--- src/rtl/hub_repeater_core.sv ---
// hub_repeater_core: repeats the single active port to all others, jams on collision, with jabber and auto-partition.
module hub_repeater_core #(
  parameter int         PORT_COUNT      = 4,
  parameter int         PARTITION_LIMIT = 31,
  parameter int         CLEAN_LEN       = 128,
  parameter int         JABBER_LIMIT    = 12500,
  parameter logic [3:0] JAM_NIBBLE      = 4'h5
) (
  input  logic                    clk,
  input  logic                    rst_n,
  input  logic                    ce,
  input  logic [PORT_COUNT-1:0]   port_enable,
  input  logic [PORT_COUNT-1:0]   rx_dv,
  input  logic [PORT_COUNT-1:0]   rx_er,
  input  logic [4*PORT_COUNT-1:0] rxd,
  output logic [PORT_COUNT-1:0]   tx_en,
  output logic [PORT_COUNT-1:0]   tx_er,
  output logic [4*PORT_COUNT-1:0] txd,
  output logic                    jam,
  output logic                    activity,
  output logic [PORT_COUNT-1:0]   partitioned,
  output logic [PORT_COUNT-1:0]   jabber
);
  localparam int LMAX = CLEAN_LEN > JABBER_LIMIT ? CLEAN_LEN : JABBER_LIMIT;
  localparam int LW   = $clog2(LMAX + 1);
  localparam int CW   = $clog2(PARTITION_LIMIT + 1);
  localparam int PCW  = $clog2(PORT_COUNT + 1);

  logic [LW-1:0]         len  [PORT_COUNT];
  logic [CW-1:0]         ccnt [PORT_COUNT];
  logic [PORT_COUNT-1:0] col, carrier, rep;
  logic [PCW-1:0]        n_car, n_rep;
  logic [3:0]            src_d;
  logic                  src_er, single, multi;

  always_comb begin
    carrier = rx_dv & port_enable & ~jabber;
    rep     = carrier & ~partitioned;
    n_car   = '0;
    n_rep   = '0;
    src_d   = '0;
    src_er  = 1'b0;
    for (int i = 0; i < PORT_COUNT; i++) begin
      n_car = n_car + PCW'(carrier[i]);
      n_rep = n_rep + PCW'(rep[i]);
      src_d  = rep[i] ? rxd[4*i +: 4] : src_d;
      src_er = rep[i] ? rx_er[i] : src_er;
    end
    single = n_rep == PCW'(1);
    multi  = n_rep >= PCW'(2);
  end

  always_ff @(posedge clk or negedge rst_n) begin
    if (!rst_n) begin
      tx_en    <= '0;
      tx_er    <= '0;
      txd      <= '0;
      jam      <= 1'b0;
      activity <= 1'b0;
    end else if (ce) begin
      jam      <= multi;
      activity <= single | multi;
      for (int i = 0; i < PORT_COUNT; i++) begin
        tx_en[i]       <= multi | (single & ~rep[i]);
        tx_er[i]       <= single & ~rep[i] & src_er;
        txd[4*i +: 4]  <= multi ? JAM_NIBBLE : (single & ~rep[i]) ? src_d : 4'h0;
      end
    end
  end

  // len != 0 marks an event in progress; a jabber trip discards the event outright
  always_ff @(posedge clk or negedge rst_n) begin
    if (!rst_n) begin
      col         <= '0;
      partitioned <= '0;
      jabber      <= '0;
      for (int i = 0; i < PORT_COUNT; i++) begin
        len[i]  <= '0;
        ccnt[i] <= '0;
      end
    end else if (ce) begin
      for (int i = 0; i < PORT_COUNT; i++) begin
        if (!port_enable[i]) begin
          len[i]         <= '0;
          col[i]         <= 1'b0;
          ccnt[i]        <= '0;
          partitioned[i] <= 1'b0;
          jabber[i]      <= 1'b0;
        end else if (jabber[i]) begin
          jabber[i] <= rx_dv[i];
        end else if (rx_dv[i]) begin
          if (len[i] >= LW'(JABBER_LIMIT - 1)) begin
            jabber[i] <= 1'b1;
            len[i]    <= '0;
            col[i]    <= 1'b0;
          end else begin
            len[i] <= len[i] == LW'(LMAX) ? len[i] : len[i] + LW'(1);
            col[i] <= col[i] | (n_car >= PCW'(2));
          end
        end else if (len[i] != '0) begin
          len[i] <= '0;
          col[i] <= 1'b0;
          if (col[i]) begin
            ccnt[i] <= ccnt[i] == CW'(PARTITION_LIMIT) ? ccnt[i] : ccnt[i] + CW'(1);
            if (ccnt[i] >= CW'(PARTITION_LIMIT - 1))
              partitioned[i] <= 1'b1;
          end else if (len[i] >= LW'(CLEAN_LEN)) begin
            ccnt[i]        <= '0;
            partitioned[i] <= 1'b0;
          end
        end
      end
    end
  end
endmodule

--- config.mk ---
export PLATFORM = sky130hd
export DESIGN_NAME = hub_repeater_core
export DESIGN_NICKNAME = d
export VERILOG_FILES = /design/src/rtl/hub_repeater_core.sv
export SDC_FILE = /design/constraint.sdc
export NUM_CORES = 1
export LEC_CHECK = 0
export ABC_CLOCK_PERIOD_IN_PS = 8300
export CORE_ASPECT_RATIO = 0.9
export CORE_UTILIZATION = 60
export DETAILED_ROUTE_END_ITERATION = 10
export PLACE_DENSITY_LB_ADDON = 0.15
export SLEW_MARGIN = 20
export SYNTH_ARGS = -nofsm -noshare
export SYNTH_HDL_FRONTEND = slang
export SYNTH_SLANG_ARGS = --single-unit
export TNS_END_PERCENT = 30
--- constraint.sdc ---
create_clock -name clk -period 8.3 [get_ports clk]
set_input_delay 1.66 -clock clk [delete_from_list [all_inputs] [get_ports clk]]
set_output_delay 1.66 -clock clk [all_outputs]
set_load 0.01 [all_outputs]
== Yosys cells after proc, flatten, opt, wreduce, memory -nomap -nowiden ==
Cells that the tools add are included.
Cells by class
  bitwise gates (word level): 26
  multiply operators: 0
  add/sub/neg operators: 14
  eq/ne operators: 41
  div/mod/pow operators: 0
  shift-type cells: 0
  muxes and demuxes: 132
  reduce and logical (&&, ||, !) cells: 20
  magnitude comparators: 14
Operator list (number)
  $mux 14: 24
  $mux 5: 28
  $mux 1: 68
  $add 14x1->14 const B: 4
  $eq 14x14->1 const B: 4
  $ge 14x14->1 const B: 4
  $ge 14x8->1 const B: 4
  $reduce_bool 14->1: 4
  $mux 4: 12
  $reduce_and 6->1: 8
  $ne 3x1->1 const B: 8
  $add 5x1->5 const B: 4
  $eq 5x5->1 const B: 4
  $ge 5x5->1 const B: 4
  $ne 2x2->1 const B: 8
  $ne 4x4->1 const B: 4
  $reduce_and 4->1: 4
  $and 4x4->4: 3
  $ne 3x2->1 const B: 4
  $ne 3x3->1 const B: 4
  $reduce_and 3->1: 4
  $or 1x1->1: 9
  $and 1x1->1: 8
  $ne 2x1->1 const B: 4
  other kinds (7): 15
Word-level totals
  memories kept: 0
  register bits: 114
  latch bits: 0
  output and inout bits: 34
  input bits: 31
  word-level logic and storage cells: 269
  bits in writable memories: 0
  bits in read-only memories: 0

== Longest topological paths before layout ==
Gate-level depths: netlist of the first run.
  depth after elaboration: 11
  depth in mapped cells: 11

== Worst setup path before layout of the first run ==
OpenSTA, ideal clock, no wires.
  path kind: input to register
  start point: input port_enable[3]
  end point: register txd[12]
  required time: 8.210 ns
  cell stages on the path: 11
  buffers on the path: 1
  slack: 4.238 ns
  arrival time: 3.972 ns
  path through: nand4bb_1 -> clkbuf_1 -> clkinv_1 -> fa_1 -> ha_1 -> inv_1 -> ha_1 -> nand4bb_1 -> nor2_1 -> o21ai_0 -> o221ai_1
Between the ends
  word-level cells in the longest chain between the ends: 8
  elaborated cells on any way between the ends: 11
Ends and longest elaborated chain
  start: declaration: RTL line 12  | input logic [PORT_COUNT-1:0] port_enable,
  $and 4x4->4 * (2 in a row): RTL line 37  | carrier = rx_dv & port_enable & ~jabber;
  $and 4x4->4 *: RTL line 38  | rep = carrier & ~partitioned;
  $add 3x1->3: RTL line 45  | n_rep = n_rep + PCW'(rep[i]);
  $eq 3x1->1: RTL line 49  | single = n_rep == PCW'(1);
  $and 1x1->1: RTL line 66  | txd[4*i +: 4] <= multi ? JAM_NIBBLE : (single & ~rep[i]) ? src_d : 4'h0;
  $mux 4: RTL line 66
  $mux 4 *: RTL line 66
  end signal: indexed assignment: RTL line 66
  end: declaration: RTL line 18  | output logic [4*PORT_COUNT-1:0] txd,
Mark *: on every way between the ends. The rest lies on a longest branch, timed or not.
A chain may end at the register's enable or synchronous reset.

== Final worst setup path of the first run ==
  start point: input port_enable[3]
  end point: register txd[14]
The elaborated chain is that of the path after synthesis.

==> impl_results.md, run 1 <==
* Synth Area in Compound Gates at 0.226
* VDD IR max at 0.190 mV
* Most common flop cell mapped by yosys: dfrtp_1
* CP Launch Type: input pin
* Worst EP arrival at 4.96 ns
* CTS max path bufs at 2
* WL/cell at 18.2 µm
* Die ar. at 11300 µm²
* Synth Area in Adders at 0.0502
* Critical path buffers and inverters at 3
* Setup TNS at 0 ns
* Final ANT Viol Nets at 0
* Vias/cell at 6.40
* PortBufs at 64
* Setup crit start: port_enable[3]
* Ports at 65
* CTS Root Cell: clkbuf_16
* Tcrit/Tclk final at 0.559
* Reg2Reg Launch Point: jabber[3]
* Setup violations, final at 0
* Relative max-transition margin at 0.431
* Worst-path fanout max at 10
* Clock-pin slew on the worst setup and hold paths at 0.05 ns
* Hold Crit Depth at 2
* Area contributors post-synth: dfrtp_1 44%, ha_1 4.4%, o21ai_0 4.4%
* Slew @ Worst Pin at 0.843 ns
* Post-CTS Hold Buffers at 0
* Fmax at 215 MHz
* Clk sinks at 114
* HPWL after detailed placement at 11.8 mm
* Area of the mapped netlist at 6530 µm²
* Outcome: finished, violations left
* Power density over the cells at 220 nW/µm²
* Htree depth at 4
* Initial Utilization at 0.626
* Total of max-cap violations at 0
* Sequential area share after synthesis at 0.437
* First-pass DRT Iterations at 10
* Number of diodes at 0
* WL final at 16.9 mm
* Failing checks: design-rule violations
* Clk Latency, worst-skew pair at 0.41 ns
* Minimum clock period at 4.64 ns
* Placer congestion estimate at 0.886
* Initial antenna violation count at 0
* CTS resizes at 0
* Crit path largest cell delay at 0.60 ns
* Post-Synth XOR/XNOR Area at 0.00940
* FP Rows at 35
* Clk_skew at 0.00711 ns
* DRC at 4
* Largest family of logic cells by synthesized area: compound AO/OA/AOI/OAI gates
* CP max-delay cell: fa_1
* Die X at 112 µm
* Flop and latch count out of synthesis at 114
* Post-synthesis net count at 779
* Crit-path leading delay family: adder cells
* Stages on worst setup path at 11
* Ys async rst share at 1.00
* Req. time, crit path at 8.62 ns
* Synth top area share at 0.437
* Power, Total at 1.73 mW
* Critical hold path startpoint: tx_en[0]
* Layout cells sized above 1 at 0.0675
* Worst Setup End Kind: register
* Dominant cell type by area after synthesis: dfrtp_1
* Initial DRC Count at 448
* Overflow after GRT at 0
* Layout fillers at 755
* Final Hold Viols at 0
* Worst Hold Class: reg2reg
* Vias in the first global route at 5855
* Total track usage at 0.323
* Maximum number of pins on one net before global-route repair at 64
* Mean area per synthesized cell at 9.02 µm²
* Core area at 10400 µm²
* Cells after Synth at 723
* Post-layout util at 0.753
* Mux contribution to synthesized area at 0.00633
* R2R depth at 10
* RSZ-0062 raised after global routing: no
* Post-synthesis cell type count at 65
* Static Leak at 3.45 nW
* Vias at 5949
* Total CTS buffers at 17
* Critical path class: in2reg
* CTS tree: built
* Final Slew Violations at 0
* Crit path cell chain: clkdlybuf4s50_1, nand4bb_1, clkinv_1, fa_1, ha_1, inv_1, ha_1, nand4bb_1, nor2_1, o21ai_0, o221ai_1
* Final #Nets at 844
* Yosys synthesis warning count at 0
* Die H at 101 µm
* Postcts setup bufs at 0
* Area Overhead vs Synth at 20.3%
* Synth Area in Simple Gates at 0.216
* EDFF count, synth at 0
* First-pass GRT wire length at 28.5 mm
## power by group
part           internal, mW  total (mW)  switching [mW]
clock                 0.493       0.733           0.240
sequential            0.608       0.667          0.0587
combinational         0.143       0.326           0.183
total                  1.24        1.73           0.482
## stage by stage
step	worst slack, ns	instance area, µm²	cells	hold WS, ns
floorplan	4.24	6530	723	0.483
global placement	3.46	7260	898	0.497
detailed placement	3.31	7260	898	0.495
CTS	3.71	7850	929	0.524
global route	3.41	7850	929	0.542
finish	3.66	7850	929	0.516
## state kept, by name (all words and copies together), names as in the netlist
signal and count:
partitioned 4, col 4, activity 1, tx_en 4, jam 1, len 56, tx_er 4, txd 16
jabber 4, ccnt 20
## worst min-delay path, delay by kind of cell, from the launching register on
family           cells  cell delay (ns)
flip-flops           1             0.35
AND/OR/NAND/NOR      2             0.13
## area by class of cell
cell class / instances / area (µm²) / area share
clock inverter: 5 / 100 / 0.0127
multi-input combinational: 517 / 3320 / 0.422
timing repair buffer: 68 / 668 / 0.0851
sequential: 114 / 2850 / 0.363
tap: 129 / 161 / 0.0206
inverter: 70 / 263 / 0.0335
clock buffer: 26 / 489 / 0.0623
## Yosys cell counts, drive strengths merged, types with 9 or more instances
master	n
a22o	19
a31oi	9
o221ai	13
a21o	10
nand2	60
inv	69
clkbuf	19
nor3	18
nor2	57
dfrtp	114
nand2b	10
nand3	46
a21oi	24
nand4	9
and3	24
o21ai	58
ha	23
or4	9
o22ai	13
## per-layer routing
metal  share of wire  global-route usage  vias to the layer above  wire (µm)
li1                -                   -                     2797          -
met4           0.020               0.129                        0        343
met5               0                   0                        -          0
met3           0.070              0.0764                       35       1180
met1            0.42               0.399                     2889       7070
met2            0.49               0.550                      228       8290
## kinds of logic after synthesis
kind of cell	after synthesis
AOI/OAI and AO/OA	208
xor gates and xnor gates	7
adders and majority gates	25
buffers and inverters	92
DFF	114
muxes	4
and+or+nand+nor	273
## path summary, 6_finish.rpt
kind	to	slack, ns
worst max-delay path	txd[14]	3.66
worst min-delay path	tx_en[0]	0.52
worst max register to register	txd[14]	4.91
worst min register to register	tx_en[0]	0.52
max in group asynchronous	len[9]	5.78
min in group asynchronous	ccnt[6]	1.28
## cells in the final DEF (no fill, tap or decap), types with 6 or more instances in the layout
cell and n:
dfrtp_1 114, inv_1 68, clkdlybuf4s50_1 63, nand2_1 59, o21ai_0 57, nor2_1 56
nand3_1 46, and3_1 24, a21oi_1 24, ha_1 23, nor3_1 18, clkbuf_16 17
a22o_1 14, o221ai_1 13, o22ai_1 13, nand2b_1 10, a31oi_1 9, nand4_1 9
or4_1 8, nor2b_1 8, a41oi_1 7, or3_1 7, o211ai_1 7, nor4_1 6
and2_1 6, o311ai_0 6, xnor2_1 6, clkbuf_1 6
No activity file was read; power rests on OpenSTA's default activity.
==> run 2, diff against run 1 <==
- ABC_CLOCK_PERIOD_IN_PS: 8300 -> 3860
- CORE_UTILIZATION: 60 -> 52
- clock period: 8.3 -> 3.86 ns (I/O delays scaled with it)
==> run 2 against run 1 <==
  * Routed wire length fell by 1.6%
  * Clock power rose by 120%
  * Power rose by 120%
  * The flow now finishes without violations
  * Die area rose by 15%
==> impl_results.md, run 2 (same netlist as run 1, synthesis figures left out) <==
* Outcome: finished, final reports clean
* Ports at 65
* WL final at 16.6 mm
* Postcts setup bufs at 0
* Power density over the cells at 465 nW/µm²
* VDD IR max at 0.295 mV
* Worst hold slack at 0.397 ns
* Overflow after GRT at 0
* Area Overhead vs Synth at 22.8%
* CTS tree: built
* Total track usage at 0.272
* Tcrit/Tclk final at 0.866
* Vias in the first global route at 5540
* Fmax at 299 MHz
* Die H at 108 µm
* Clk sinks at 114
* PortBufs at 64
* Static Leak at 3.52 nW
* Post-CTS Hold Buffers at 0
* Setup crit start: rx_dv[0]
* HPWL after detailed placement at 11.8 mm
* Placed insts at 941
* Reg2Reg Launch Point: jabber[0]
* Htree depth at 4
* Post-layout util at 0.661
* Vias at 5945
* First-pass DRT Iterations at 5
* FP Rows at 38
* Fin area at 8010 µm²
* Post-route non-filler standard cell count at 973
* Req. time, crit path at 4.20 ns
* Worst Setup End Kind: register
* Initial Utilization at 0.538
* Worst EP arrival at 3.68 ns
* Setup TNS at 0 ns
* Minimum clock period at 3.34 ns
* Final Slew Violations at 0
* Worst Hold Class: in2async
* Total of max-cap violations at 0
* Clk_skew at 0.0100 ns
* Clk Latency, worst-skew pair at 0.43 ns
* Max reg flops at 56
* Layout cells sized above 1 at 0.0861
* Total CTS buffers at 17
* Setup WS pre-CTS at 0.0996 ns
* WL/cell at 17.1 µm
* CTS Root Cell: clkbuf_16
* DRC at 0
* Biggest register: len
* Slew @ Worst Pin at 0.795 ns
* Biggest regs: len: 56 flops, ccnt: 20 flops, txd: 16 flops
* Relative max-transition margin at 0.470
* Initial DRC Count at 417
* Power, Total at 3.73 mW
* Final #Nets at 856
* Initial antenna violation count at 0
* Maximum number of pins on one net before global-route repair at 61
* Setup violations, final at 0
* Die X at 120 µm
* Final Worst Setup Slack at 0.517 ns
* Dpl cell area at 7420 µm²
* Final ANT Viol Nets at 0
* Critical path class: in2reg
* CTS max path bufs at 2
* Final Hold Viols at 0
* Most common cell after layout, fill and taps aside: dfrtp_1
* Core area at 12100 µm²
* First-pass GRT wire length at 27.3 mm
* Worst-path fanout max at 8
* CP Launch Type: input pin
* Die ar. at 13000 µm²
* Placer congestion estimate at 0.884
* Number of diodes at 0
* Vias/cell at 6.11
* Clock-pin slew on the worst setup and hold paths at 0.05 ns
* Most frequent cells in the layout: 114 x dfrtp_1, 68 x inv_1, 63 x clkdlybuf4s50_1
* RSZ-0062 raised after global routing: no
* CTS resizes at 0
[run 2: cell count changes in the layout (fill, tap and decap cells not counted), sizes merged]
cell | previous run | this run
buf | 5 | 17
clkinv | 3 | 8
clkbuf | 26 | 22
[run 2: path summary, 6_finish.rpt]
kind,to,slack (ns),depth (start not counted)
max,txd[4],0.52,10
min,len[17],0.40,1
max reg2reg,txd[4],0.91,9
min reg2reg,activity,0.51,2
max in group asynchronous,len[0],2.71,2
min in group clk,activity,0.51,2
[run 2: area by class of cell]
cell class	count	area, µm²
inverters	70	263
clock buffers	22	464
flip-flops and latches	114	2850
fillers	985	4110
clock inverters	10	133
multi-input cells	517	3320
well taps	160	200
repair buffers	80	783
[run 2: power breakdown]
| part | switching, mW | leakage (nW) | internal, mW |
|---|---|---|---|
| Clock | 0.547 | 0.298 | 1.04 |
| Combinational | 0.390 | 1.67 | 0.320 |
| Sequential | 0.122 | 1.55 | 1.31 |
| Total | 1.06 | 3.52 | 2.67 |
[run 2: per-layer routing]
| metal | global-route usage | vias up | part of all wire |
|---|---|---|---|
| met5 | 0 | - | 0 |
| met2 | 0.445 | 216 | 0.48 |
| li1 | - | 2816 | - |
| met1 | 0.360 | 2882 | 0.43 |
| met3 | 0.0512 | 31 | 0.067 |
| met4 | 0.107 | 0 | 0.021 |
[run 2: critical path, stage by stage]
cell	delay, ns
clkdlybuf4s50_1	0.49
nor4bb_1	0.31
buf_4	0.23
fa_1	0.43
ha_1	0.25
inv_1	0.06
ha_1	0.22
nor4bb_1	0.51
nand2_1	0.20
o221ai_1	0.20
==> run 3, diff against run 2 <==
- ABC_CLOCK_PERIOD_IN_PS: 3860 -> 4300
- CORE_UTILIZATION: 52 -> 35
- clock period: 3.86 -> 4.3 ns (I/O delays scaled with it)
==> run 3 against run 2 <==
  * Via count shrank 2.1%
  * Global-route usage fell by 7.8 points
  * Hold slack gained 0.13 ns
  * Sequential share of layout area shrank 0.18 points
  * Design area rose by 0.52%
  * Flip-flop and latch count is the same
  * Power shrank 10%
  * First-iteration DRC count fell by 13%
  * Worst setup slack gained 0.14 ns
  * Combinational power shrank 11%
==> impl_results.md, run 3 (same netlist as run 1, synthesis figures left out) <==
* Most frequent cells in the layout: 114 x dfrtp_1, 68 x inv_1, 63 x clkdlybuf4s50_1
* CP Launch Type: input pin
* Initial antenna violation count at 0
* Biggest register: len
* Crit path cell chain: clkdlybuf4s50_1, nand4bb_1, clkinv_1, fa_1, ha_1, inv_1, ha_1, nor4bb_1, nand2_1, o221ai_1
* Worst hold slack at 0.522 ns
* Setup WS pre-CTS at 0.214 ns
* Initial Utilization at 0.363
* CTS max path bufs at 2
* Total CTS buffers at 17
* Critical hold path startpoint: tx_en[0]
* Area Overhead vs Synth at 23.4%
* Overflow after GRT at 0
* Ports at 65
* Worst Hold Class: reg2reg
* Wire length on met1 at 8.50 mm
* CTS tree: built
* Initial DRC Count at 361
* HPWL after detailed placement at 13.0 mm
* Final Hold Viols at 0
* Power, Total at 3.34 mW
* Critical path class: in2reg
* Total track usage at 0.194
* Sequential power share at 0.386
* FP Rows at 46
* Final ANT Viol Nets at 0
* Post-CTS Hold Buffers at 0
* WL/cell at 17.0 µm
* Setup crit start: port_enable[3]
* Dpl cell area at 7460 µm²
* Postcts setup bufs at 0
* Minimum clock period at 3.64 ns
* Met2 WL at 8.43 mm
* Placer congestion estimate at 0.849
* Die ar. at 19200 µm²
* Net Switching at 0.982 mW
* Met3 WL at 757 µm
* WL final at 17.8 mm
* Biggest regs: len: 56 flops, ccnt: 20 flops, txd: 16 flops
* Post-route non-filler standard cell count at 1048
* Reg2Reg Launch Point: jabber[3]
* Clock-pin slew on the worst setup and hold paths at 0.05 ns
* Most used cell, CP: ha_1
* Setup TNS at 0 ns
* Crit-path leading delay family: adder cells
* Worst Setup End Kind: register
* P_int at 2.36 mW
* Clk_skew at 0.0102 ns
* Vias at 5821
* Tcrit/Tclk final at 0.848
* Power density over the cells at 415 nW/µm²
* CTS Root Cell: clkbuf_16
* Comb power frac at 0.189
* Clock share of power at 0.425
* Die H at 132 µm
* Req. time, crit path at 4.61 ns
* Worst EP arrival at 3.95 ns
* Vias in the first global route at 5694
* First-pass DRT Iterations at 6
* Fin area at 8050 µm²
* RSZ-0062 raised after global routing: no
* Htree depth at 4
* Placed insts at 1016
* DRC at 0
* Maximum number of pins on one net before global-route repair at 70
* Number of diodes at 0
* First-pass GRT wire length at 29.6 mm
* Max reg flops at 56
* Outcome: finished, final reports clean
* CTS resizes at 0
* Core area at 18000 µm²
* Total of max-cap violations at 0
* Crit path largest cell delay at 0.58 ns
* Final Slew Violations at 0
* Static Leak at 3.48 nW
* Final #Nets at 851
* DR top layer: met4
* Critical path buffers and inverters at 3
* Fmax at 274 MHz
* Sw frac at 0.294
* Clk sinks at 114
* VDD IR max at 0.289 mV
* PortBufs at 64
* Layout cells sized above 1 at 0.0842
* Final Worst Setup Slack at 0.655 ns
* Most common cell after layout, fill and taps aside: dfrtp_1
* Die X at 146 µm
* Slew @ Worst Pin at 0.905 ns
* Vias/cell at 5.55
* Relative max-transition margin at 0.397
* Worst-path fanout max at 8
* Clk Latency, worst-skew pair at 0.41 ns
* Post-layout util at 0.449
* CP max-delay cell: fa_1
* Setup violations, final at 0
==> run 3: changes by cell type in the layout (fill, tap and decap cells not counted), sizes merged <==
| cell | delta |
|---|---|
| buf | -5 |
| clkinvlp | +2 |
| clkbuf | -4 |
| clkinv | +2 |
==> run 3: power groups by stage <==
| stage | Sequential (mW) | Clock, mW | Combinational [mW] |
|---|---|---|---|
| after global placement | 1.30 | 0 | 0.623 |
| after floorplan | 1.28 | 0 | 0.373 |
| after detailed placement | 1.30 | 0 | 0.636 |
| after CTS | 1.29 | 1.45 | 0.639 |
| final | 1.29 | 1.42 | 0.633 |
| after global routing | 1.30 | 1.50 | 0.710 |
==> run 3: final timing paths <==
path / slack (ns) / end / cells after the start
hold / removal: 0.52 / tx_en[0] / 2
setup / recovery: 0.66 / txd[6] / 10
min in group asynchronous: 0.57 / ccnt[8] / 1
hold reg to reg: 0.52 / tx_en[0] / 2
setup reg to reg: 1.12 / txd[6] / 9
max in group asynchronous: 2.81 / txd[14] / 2
==> run 3: layout make-up <==
cell class | count | area, µm²
Multi-Input combinational cell | 517 | 3320
Timing Repair Buffer | 75 | 721
Sequential cell | 114 | 2850
Clock inverter | 14 | 165
Fill cell | 1773 | 9900
Clock buffer | 18 | 429
Tap cell | 240 | 300
Inverter | 70 | 263
==> run 3: tightest hold or removal path, stage by stage (launching register included) <==
cell      delay (ns)
dfrtp_1         0.35
nand2b_1        0.06
nand3_1         0.07
==> run 3: routing by layer <==
| metal | vias to the layer above | global-route usage |
|---|---|---|
| li1 | 2809 | - |
| met1 | 2884 | 0.265 |
| met2 | 117 | 0.310 |
| met3 | 11 | 0.0438 |
| met4 | 0 | 0.0474 |
| met5 | - | 0 |
